**src/rtl/mem_port_arbiter.sv**
```systemverilog
// mem_port_arbiter
// ----------------
// Shares one fixed-latency synchronous memory port between the instruction
// fetch (IF) and load/store (LS) requesters. Only one access is in flight at
// a time. The block formats store byte-enables and data, extends load data,
// flags misaligned LS accesses without touching memory, and drives the
// pipeline stall.
//
// Optional build macro: MEM_ARB_FAIRNESS_EN
//   Defined   : a starve counter lets IF win once STARVE_MAX consecutive LS
//               grants have been made while if_req was pending.
//   Undefined : strict LS-over-IF priority; no starve counter is built.
//
// Parameters:
//   MEM_LAT    cycles from the mem_en cycle to mem_rdata valid (>= 1)
//   STARVE_MAX LS grants tolerated while IF waits (fairness build only)
//
// Ports:
//   clk, rst                        clock, synchronous active-high reset
//   if_req/if_addr                  fetch request and word-aligned address
//   if_rdata/if_valid               fetched word and completion pulse
//   ls_req/ls_we/ls_size/
//   ls_unsigned/ls_addr/ls_wdata    load/store request and attributes
//   ls_rdata/ls_valid/ls_misalign   load result, completion, misalign flag
//   stall                           pipeline stall (combinational)
//   mem_en/mem_we/mem_addr/
//   mem_be/mem_wdata/mem_rdata      memory port
module mem_port_arbiter #(
   parameter int MEM_LAT = 2
`ifdef MEM_ARB_FAIRNESS_EN
   ,
   parameter int STARVE_MAX = 4
`endif
) (
   input  logic        clk,
   input  logic        rst,
   input  logic        if_req,
   input  logic [31:0] if_addr,
   output logic [31:0] if_rdata,
   output logic        if_valid,
   input  logic        ls_req,
   input  logic        ls_we,
   input  logic [1:0]  ls_size,
   input  logic        ls_unsigned,
   input  logic [31:0] ls_addr,
   input  logic [31:0] ls_wdata,
   output logic [31:0] ls_rdata,
   output logic        ls_valid,
   output logic        ls_misalign,
   output logic        stall,
   output logic        mem_en,
   output logic        mem_we,
   output logic [31:0] mem_addr,
   output logic [3:0]  mem_be,
   output logic [31:0] mem_wdata,
   input  logic [31:0] mem_rdata
);

   localparam int CW = (MEM_LAT < 2) ? 1 : $clog2(MEM_LAT + 1);

   typedef enum logic [1:0] {IDLE = 2'd0, ISSUE = 2'd1, WAIT = 2'd2, DONE = 2'd3} state_t;

   state_t          state_r, state_nx;
   logic [CW-1:0]   cnt_r, cnt_nx;
   logic            owner_ls_r, owner_ls_nx;
   logic            we_r, we_nx;
   logic [1:0]      size_r, size_nx;
   logic [1:0]      lane_r, lane_nx;
   logic            uns_r, uns_nx;
   logic            if_valid_nx, ls_valid_nx, ls_mis_nx;
   logic            mem_en_nx, mem_we_nx;
   logic [31:0]     mem_addr_nx, mem_wdata_nx, if_rdata_nx, ls_rdata_nx;
   logic [3:0]      mem_be_nx;
   logic            grant_ls_s, grant_if_s;
`ifdef MEM_ARB_FAIRNESS_EN
   logic [7:0]      starve_r, starve_nx;
`endif

   // Half needs addr[0]==0, word (and the illegal size 11) needs addr[1:0]==0.
   function automatic logic misaligned(input logic [1:0] size, input logic [1:0] a);
      case (size)
         2'b00:   misaligned = 1'b0;
         2'b01:   misaligned = a[0];
         default: misaligned = (a != 2'b00);
      endcase
   endfunction

   function automatic logic [3:0] store_be(input logic we, input logic [1:0] size,
                                           input logic [1:0] lane);
      if (!we) begin
         store_be = 4'b1111;
      end else begin
         case (size)
            2'b00:   store_be = 4'b0001 << lane;
            2'b01:   store_be = lane[1] ? 4'b1100 : 4'b0011;
            default: store_be = 4'b1111;
         endcase
      end
   endfunction

   function automatic logic [31:0] store_data(input logic [1:0] size, input logic [31:0] wd);
      case (size)
         2'b00:   store_data = {4{wd[7:0]}};
         2'b01:   store_data = {2{wd[15:0]}};
         default: store_data = wd;
      endcase
   endfunction

   function automatic logic [31:0] load_fmt(input logic [1:0] size, input logic [1:0] lane,
                                            input logic uns, input logic [31:0] w);
      logic [7:0]  b;
      logic [15:0] h;
      case (lane)
         2'b00:   b = w[7:0];
         2'b01:   b = w[15:8];
         2'b10:   b = w[23:16];
         default: b = w[31:24];
      endcase
      h = lane[1] ? w[31:16] : w[15:0];
      case (size)
         2'b00:   load_fmt = {{24{~uns & b[7]}}, b};
         2'b01:   load_fmt = {{16{~uns & h[15]}}, h};
         default: load_fmt = w;
      endcase
   endfunction

   // Grant selection: LS first, unless the fairness counter says IF has waited enough.
   always_comb begin
`ifdef MEM_ARB_FAIRNESS_EN
      grant_if_s = if_req & (~ls_req | (starve_r == 8'(STARVE_MAX)));
`else
      grant_if_s = if_req & ~ls_req;
`endif
      grant_ls_s = ls_req & ~grant_if_s;
   end

   // Next-state and next-output logic; every output register defaults to hold or clear.
   always_comb begin
      state_nx     = state_r;
      cnt_nx       = cnt_r;
      owner_ls_nx  = owner_ls_r;
      we_nx        = we_r;
      size_nx      = size_r;
      lane_nx      = lane_r;
      uns_nx       = uns_r;
      if_valid_nx  = 1'b0;
      ls_valid_nx  = 1'b0;
      ls_mis_nx    = 1'b0;
      mem_en_nx    = 1'b0;
      mem_we_nx    = 1'b0;
      mem_addr_nx  = mem_addr;
      mem_be_nx    = mem_be;
      mem_wdata_nx = mem_wdata;
      if_rdata_nx  = if_rdata;
      ls_rdata_nx  = ls_rdata;
`ifdef MEM_ARB_FAIRNESS_EN
      starve_nx    = starve_r;
`endif
      case (state_r)
         IDLE: begin
`ifdef MEM_ARB_FAIRNESS_EN
            if (!if_req || grant_if_s) begin
               starve_nx = 8'd0;
            end else if (grant_ls_s) begin
               starve_nx = starve_r + 8'd1;
            end else begin
               starve_nx = starve_r;
            end
`endif
            if (grant_ls_s) begin
               owner_ls_nx = 1'b1;
               we_nx       = ls_we;
               size_nx     = ls_size;
               lane_nx     = ls_addr[1:0];
               uns_nx      = ls_unsigned;
               if (misaligned(ls_size, ls_addr[1:0])) begin
                  // Completes without a memory access.
                  state_nx    = DONE;
                  ls_valid_nx = 1'b1;
                  ls_mis_nx   = 1'b1;
                  ls_rdata_nx = 32'd0;
               end else begin
                  state_nx     = ISSUE;
                  mem_en_nx    = 1'b1;
                  mem_we_nx    = ls_we;
                  mem_addr_nx  = {ls_addr[31:2], 2'b00};
                  mem_be_nx    = store_be(ls_we, ls_size, ls_addr[1:0]);
                  mem_wdata_nx = store_data(ls_size, ls_wdata);
               end
            end else if (grant_if_s) begin
               owner_ls_nx = 1'b0;
               we_nx       = 1'b0;
               state_nx    = ISSUE;
               mem_en_nx   = 1'b1;
               mem_we_nx   = 1'b0;
               mem_addr_nx = if_addr;
               mem_be_nx   = 4'b1111;
            end else begin
               state_nx = IDLE;
            end
         end
         ISSUE: begin
            if (owner_ls_r && we_r) begin
               state_nx    = DONE;
               ls_valid_nx = 1'b1;
               ls_rdata_nx = 32'd0;
            end else begin
               state_nx = WAIT;
               cnt_nx   = CW'(MEM_LAT);
            end
         end
         WAIT: begin
            cnt_nx = cnt_r - {{(CW-1){1'b0}}, 1'b1};
            if (cnt_r == {{(CW-1){1'b0}}, 1'b1}) begin
               state_nx = DONE;
               if (owner_ls_r) begin
                  ls_valid_nx = 1'b1;
                  ls_rdata_nx = load_fmt(size_r, lane_r, uns_r, mem_rdata);
               end else begin
                  if_valid_nx = 1'b1;
                  if_rdata_nx = mem_rdata;
               end
            end else begin
               state_nx = WAIT;
            end
         end
         DONE: begin
            state_nx = IDLE;
         end
         default: begin
            state_nx = IDLE;
         end
      endcase
   end

   // State and output registers with synchronous reset.
   always_ff @(posedge clk) begin
      if (rst) begin
         state_r     <= IDLE;
         cnt_r       <= '0;
         owner_ls_r  <= 1'b0;
         we_r        <= 1'b0;
         size_r      <= 2'b00;
         lane_r      <= 2'b00;
         uns_r       <= 1'b0;
         if_valid    <= 1'b0;
         ls_valid    <= 1'b0;
         ls_misalign <= 1'b0;
         mem_en      <= 1'b0;
         mem_we      <= 1'b0;
         mem_addr    <= 32'd0;
         mem_be      <= 4'd0;
         mem_wdata   <= 32'd0;
         if_rdata    <= 32'd0;
         ls_rdata    <= 32'd0;
`ifdef MEM_ARB_FAIRNESS_EN
         starve_r    <= 8'd0;
`endif
      end else begin
         state_r     <= state_nx;
         cnt_r       <= cnt_nx;
         owner_ls_r  <= owner_ls_nx;
         we_r        <= we_nx;
         size_r      <= size_nx;
         lane_r      <= lane_nx;
         uns_r       <= uns_nx;
         if_valid    <= if_valid_nx;
         ls_valid    <= ls_valid_nx;
         ls_misalign <= ls_mis_nx;
         mem_en      <= mem_en_nx;
         mem_we      <= mem_we_nx;
         mem_addr    <= mem_addr_nx;
         mem_be      <= mem_be_nx;
         mem_wdata   <= mem_wdata_nx;
         if_rdata    <= if_rdata_nx;
         ls_rdata    <= ls_rdata_nx;
`ifdef MEM_ARB_FAIRNESS_EN
         starve_r    <= starve_nx;
`endif
      end
   end

   assign stall = ~rst & ((if_req & ~if_valid) | (ls_req & ~ls_valid));

endmodule

```
**config.mk**
```make
export PLATFORM = sky130hd
export DESIGN_NAME = mem_port_arbiter
export DESIGN_NICKNAME = d
export VERILOG_FILES = /design/src/rtl/mem_port_arbiter.sv
export SDC_FILE = /design/constraint.sdc
export NUM_CORES = 1
export LEC_CHECK = 0
export CAP_MARGIN = 25
export CORE_MARGIN = 3
export CORE_UTILIZATION = 39
export CTS_CLUSTER_DIAMETER = 40
export DETAILED_ROUTE_END_ITERATION = 12
export PLACE_DENSITY = 0.88
export SETUP_SLACK_MARGIN = 0.5
export SLEW_MARGIN = 20
export SYNTH_ARGS = -nofsm -noshare
export SYNTH_HDL_FRONTEND = slang
export SYNTH_SLANG_ARGS = --single-unit
```
**constraint.sdc**
```tcl
create_clock -name clk -period 2 [get_ports clk]
set_clock_uncertainty 0.2 [all_clocks]
set_input_delay 0.4 -clock clk [delete_from_list [all_inputs] [get_ports clk]]
set_output_delay 0.4 -clock clk [all_outputs]
set_load 0.01 [all_outputs]
```
After elaboration in Yosys (flattened, before gate mapping):

Cells that the tools add are included.

* output and inout port bits: 138
* logic and storage cells: 119
* bits of input ports: 136
* bits in registers: 148

* shifts and indexed selects: 1
* reduce and logical (&&, ||, !) cells: 19
* muxes and demuxes: 46
* eq/ne operators: 15
* bitwise logic cells: 20
* add/subtract/negate cells: 1

Operators by type and width (count)
* $mux 32: 8
* $pmux 32 s2: 2
* $pmux 32 s3: 1
* $mux 8: 3
* $pmux 8 s3: 1
* $mux 4: 5
* $mux 1: 17
* $mux 16: 1
* $ne 2x2->1 const B: 7
* $not 1->1: 12
* $eq 2x1->1 const B: 5
* $reduce_and 3->1: 3
* $logic_not 2->1: 4
* $pmux 2 s4: 1
* $pmux 4 s2: 1
* $and 1x1->1: 7
* $eq 2x2->1 const B: 3
* $mux 2: 3
* $reduce_and 2->1: 3
* $reduce_and 6->1: 1
* $reduce_bool 2->1: 3
* $pmux 2 s2: 1
* $reduce_or 4->1: 1
* $shl 1x2->4 const A: 1
* other kinds (8): 8

Logic depth before layout (Yosys ltp):

Gate-level depths: netlist (run 1).

* word-level depth: 10
* depth in mapped cells: 8
* depth with buffers taken out: 6

Worst setup path after synthesis (run 1):

No wires, ideal clock.

* path kind: register to register
* from: register lane_r[1]
* to: register ls_rdata[14]
* required time: 1683 ps
* path buffers: 1
* cell stages (with the launch flop): 6
* period minus slack after synthesis: 2103 ps
* setup time: 117 ps
* slack: -103 ps
* data arrival time: 1787 ps
* cells stage by stage: dfxtp_1 > mux4_2 > and3b_1 > buf_6 > or3b_1 > a22o_1

* longest elaborated chain between the ends: 10
* elaborated cells on any way between the ends: 13
* classes of those cells: 2 x eq/ne; 9 x mux; 1 x bitwise; 1 x reduce/logical

RTL lines
* start: declaration: line 68 `logic [1:0] lane_r, lane_nx;`
* start signal: assignment: line 265 `lane_r <= lane_nx;`
* $eq 2x2->1, or another cell as far along: line 113 `case (lane)`
* $pmux 8 s3: line 113
* $mux 8: line 216 `if (owner_ls_r) begin`
* $mux 8: line 214 `if (cnt_r == {{(CW-1){1'b0}}, 1'b1}) begin`
* $mux 8: line 159 `case (state_r)`
* $and 1x1->1: line 121 `2'b00: load_fmt = {{24{~uns & b[7]}}, b};`
* $pmux 32 s2 (*): line 120 `case (size)`
* $mux 32 (*): line 216
* $mux 32 (*): line 214
* $pmux 32 s3 (*): line 159
* end signal: assignment: line 276 `ls_rdata <= ls_rdata_nx;`
* end: declaration: line 47 `output logic [31:0] ls_rdata,`

Mark *: on every way between the ends. The rest lies on a longest branch, timed or not. The select of a mux whose other input is x is not followed.
A chain may end at the register's enable or synchronous reset.

Worst setup path in the final report (run 1):

* from: register state_r[0]
* to: register ls_rdata[26]

* longest elaborated chain between the ends: 3
* elaborated cells on any way between the ends: 11
* classes of those cells: 7 x eq/ne; 1 x mux; 3 x reduce/logical

RTL lines
* start: declaration: line 63 `state_t state_r, state_nx;`
* start signal: assignment: line 260 `state_r <= state_nx;`
* $eq 2x2->1, or another cell as far along: line 159
* $ne 2x2->1 (no line) / $reduce_bool 3->1 (equally long branches)
* $reduce_and 6->1 (no line)

Several ways; a longest one is shown, not always the timed one.

==> key figures, run 1 <==
Run status
  • Status: finished, violations left
  • Violated checks: negative setup slack

Worst setup path
  • Worst path bufs/invs: 3
  • Cell family contributing the most delay on the critical path: compound AO/OA/AOI/OAI gates
  • CP max-delay cell: dfxtp_2
  • Critical path class: reg2reg
  • Required time of the critical path: around 2.1 ns
  • CP startpoint kind: register
  • Critical-path maximum fanout: 16
  • CP arrival: between 2 and 2.5 ns
  • Critical Path, Cell by Cell: inv_2, ha_4, nor2b_4, a311oi_2, buf_4, a31oi_4, buf_12, a22o_1
  • Slowest stage delay, CP: between 0.3 and 0.4 ns
  • Critical path endpoint category: register

Floorplan
  • I/O pin count: 274
  • Die ar.: 17900 um^2
  • Chip Width: ~130 um
  • Die Ht: between 100 and 150 um
  • Core area: approximately 16000 um^2
  • Starting density of the core: 0.400
  • Row count: between 40 and 50

Yosys
  • Synth async-reset ratio: 0
  • Top FF cell, synth: dfxtp_1
  • Synth unique cells: 42
  • Cell area after synthesis: between 6000 and 7000 um^2
  • Number of flops mapped to enable cells by yosys: 0
  • Leading area contributor after synthesis: dfxtp_1
  • Seq/Total Area, Yosys: 0.464
  • Main area contributors after synthesis: dfxtp_1, nand2_1, mux2i_1, a21oi_1, a211oi_1
  • FF+latch count, synth: around 150
  • Post-Synthesis Cells: 750
  • Synth top area share: 0.464
  • Avg Cell Area, Syn: approximately 8.5 um^2
  • Synth Net Count: between 800 and 900
  • Yosys warnings: 0

STA
  • Slew margin rel.: 0.553
  • Final worst slack: -0.0192 ns
  • RSZ-0062 raised after global routing: true
  • Fmax achieved: around 0.5 GHz
  • Hold Fails Final Rpt: 0
  • Final min period: between 2 and 2.5 ns
  • Final setup violation count: 7
  • Slew @ Worst Pin: 0.670 ns
  • Tcrit/Tclk final: 1.01
  • Hold WS: between 0.2 and 0.3 ns
  • Final slew viol count: 0

Pwr
  • P_leak: roughly 5.2 nW
  • Pwr/cell area: 757 nW/um^2
  • Worst VDD drop: just under 700 uV

Placed design
  • Placed Area: around 10000 um^2
  • DP HPWL: approximately 16000 um
  • PortBufs: 273
  • RePlAce Congestion: a little over 0.9

Hold path
  • Worst Hold Class: reg2reg

Global route
  • Initial antenna violation count: 0
  • First-pass GRT wire length: approximately 36000 um
  • Largest net degree at the start of global routing: 92
  • Vias in the first global route: just under 7000
  • Gr ovfl total: 0
  • Overall Global Routing Usage: 0.253

Clock tree
  • Num CTS Buffers: 17
  • Hold_buf cts: 0
  • CTS Buffer Depth: 2
  • Clk_lat worst skew: a little over 0.4 ns
  • H-Tree Depth: 4
  • Clk root buf: clkbuf_16
  • Number of sinks on the clock net: ~150
  • Clock-pin transition on the worst setup and hold timing paths: about 0.060 ns
  • CTS tree: built

Cells and area
  • Most frequent cells in the layout: clkdlybuf4s50_1, dfxtp_2, nand2_1
  • Fillers: between 900 and 1000
  • Layout cell share with drive strength beyond 1: 0.557
  • Finished Cell Area: ~12000 um^2
  • # diodes: 0
  • Layout area overhead: 93.9%
  • Nets@finish: 1259
  • Commonest non-fill, non-tap cell in the layout: clkdlybuf4s50_1
  • Final Core Density: 0.776

Drt
  • Vias: ~7400
  • Post-route ant nets: 0
  • Iter 0 DRT Violations: approximately 520
  • # DRC: 0
  • Average wire per standard cell: between 20 and 25 um
  • Routed vias/inst: 5.53
  • Drt pass-1 iters: 5
  • Drt total wl: ~28000 um

Job
  • Max-capacitance violation count: 0
==> cells in the mapped netlist (2+ instances only) <==
master    count
nand2_1     156
dfxtp_1     148
nor2_1       65
a21oi_1      62
mux2i_1      53
clkbuf_1     44
a211oi_1     40
a22o_1       32
o21ai_0      27
nand3_1      18
nand2b_1     11
a311oi_1      9
buf_1         9
buf_2         9
mux2_2        8
nor3_1        8
a221o_1       6
ha_1          5
inv_1         5
nor2b_1       5
nor3b_1       3
a31oi_1       2
a32o_1        2
and2_1        2
nand4b_1      2
o21a_1        2
or2_2         2
==> sequential cells by signal, indices dropped and copies added, names as in the netlist, 2 cells and up <==
signal and count:
size_r 2, ls_rdata 32, mem_addr 32, state_r 2
cnt_r 2, mem_be 4, lane_r 2, mem_wdata 32
if_rdata 32
==> layer usage <==
layer	global-route usage	vias up	share of wire	wire length, um
met5	0	-	0	0
met1	0.315	3578	0.37	10300
met4	0.107	0	0.041	1130
li1	-	3392	-	-
met3	0.0540	80	0.074	2070
met2	0.427	393	0.51	14300
==> worst register-to-register path: cells and delay by family, from the launching register on <==
family | cells | cell delay [ns]
DFF | 1 | 0.35
buffers and inverters | 3 | 0.43
adders and majority gates | 1 | 0.17
AOI/OAI and AO/OA | 3 | 0.63
and+or+nand+nor | 1 | 0.12
==> final timing paths <==
kind / start / end / slack (ns) / cells past startpoint
setup / recovery: state_r[0] / ls_rdata[26] / -0.02 / 8
hold / removal: if_rdata[27] / if_rdata[27] / 0.25 / 2
setup reg to reg: state_r[0] / ls_rdata[26] / -0.02 / 8
hold reg to reg: if_rdata[27] / if_rdata[27] / 0.25 / 2
==> timing repair <==
item,in CTS,in global routing
setup buffers,14,28
gates cloned,13,13
gates resized for setup,677,325
setup endpoints to repair,283,254
pin swaps,14,71
==> cell families (layout without fill, tap and decap cells) <==
family | after synthesis | after routing | share of synthesized area
DFF | 148 | 148 | 0.464
adders and majority gates | 5 | 5 | 0.00980
AOI/OAI and AO/OA | 190 | 190 | 0.199
and+or+nand+nor | 277 | 281 | 0.183
buffers and inverters | 68 | 444 | 0.0429
muxes | 62 | 62 | 0.101
==> where the power goes <==
| group | internal (W) | leakage (nW) | switching, W |
|---|---|---|---|
| logic | 0.00150 | 3.65 | 0.00122 |
| clock network | 0.00210 | 0.302 | 0.00126 |
| registers | 0.00314 | 1.26 | 0.000153 |
| total | 0.00674 | 5.22 | 0.00264 |
==> through the flow <==
stage | std cells | setup slack [ns] | TNS [ns] | total power [W]
2_1_floorplan | 750 | 0.0199 | 0 | 0.00422
3_3_place_gp | 1247 | -0.453 | -27.82 | 0.00506
3_5_place_dp | 1247 | -0.472 | -32.38 | 0.00511
4_1_cts | 1305 | 0.0208 | 0 | 0.00873
5_1_grt | 1346 | -0.122 | -2.58 | 0.00972
6_report | 1346 | -0.0192 | -0.0506 | 0.00937
==> cell type report <==
class	count	area, um^2	area share
multi-input combinational	538	4180	0.337
inverter	5	18.8	0.00152
tap	216	270	0.0218
timing repair buffer	408	4170	0.337
clock buffer	23	489	0.0395
clock inverter	8	123	0.00991
sequential	148	3130	0.253
Note: power is estimated with default switching activity, not from simulation.
==> run 2, diff against run 1 <==
SLEW_MARGIN = not set   (was 20)
==> results of run 2 <==
The final DEF is identical to that of run 1; final timing and power are the same.
==> run 3, diff against run 2 <==
HOLD_SLACK_MARGIN = 0.12   (was not set)
==> results of run 3 <==
The final DEF is identical to that of run 1; final timing and power are the same.
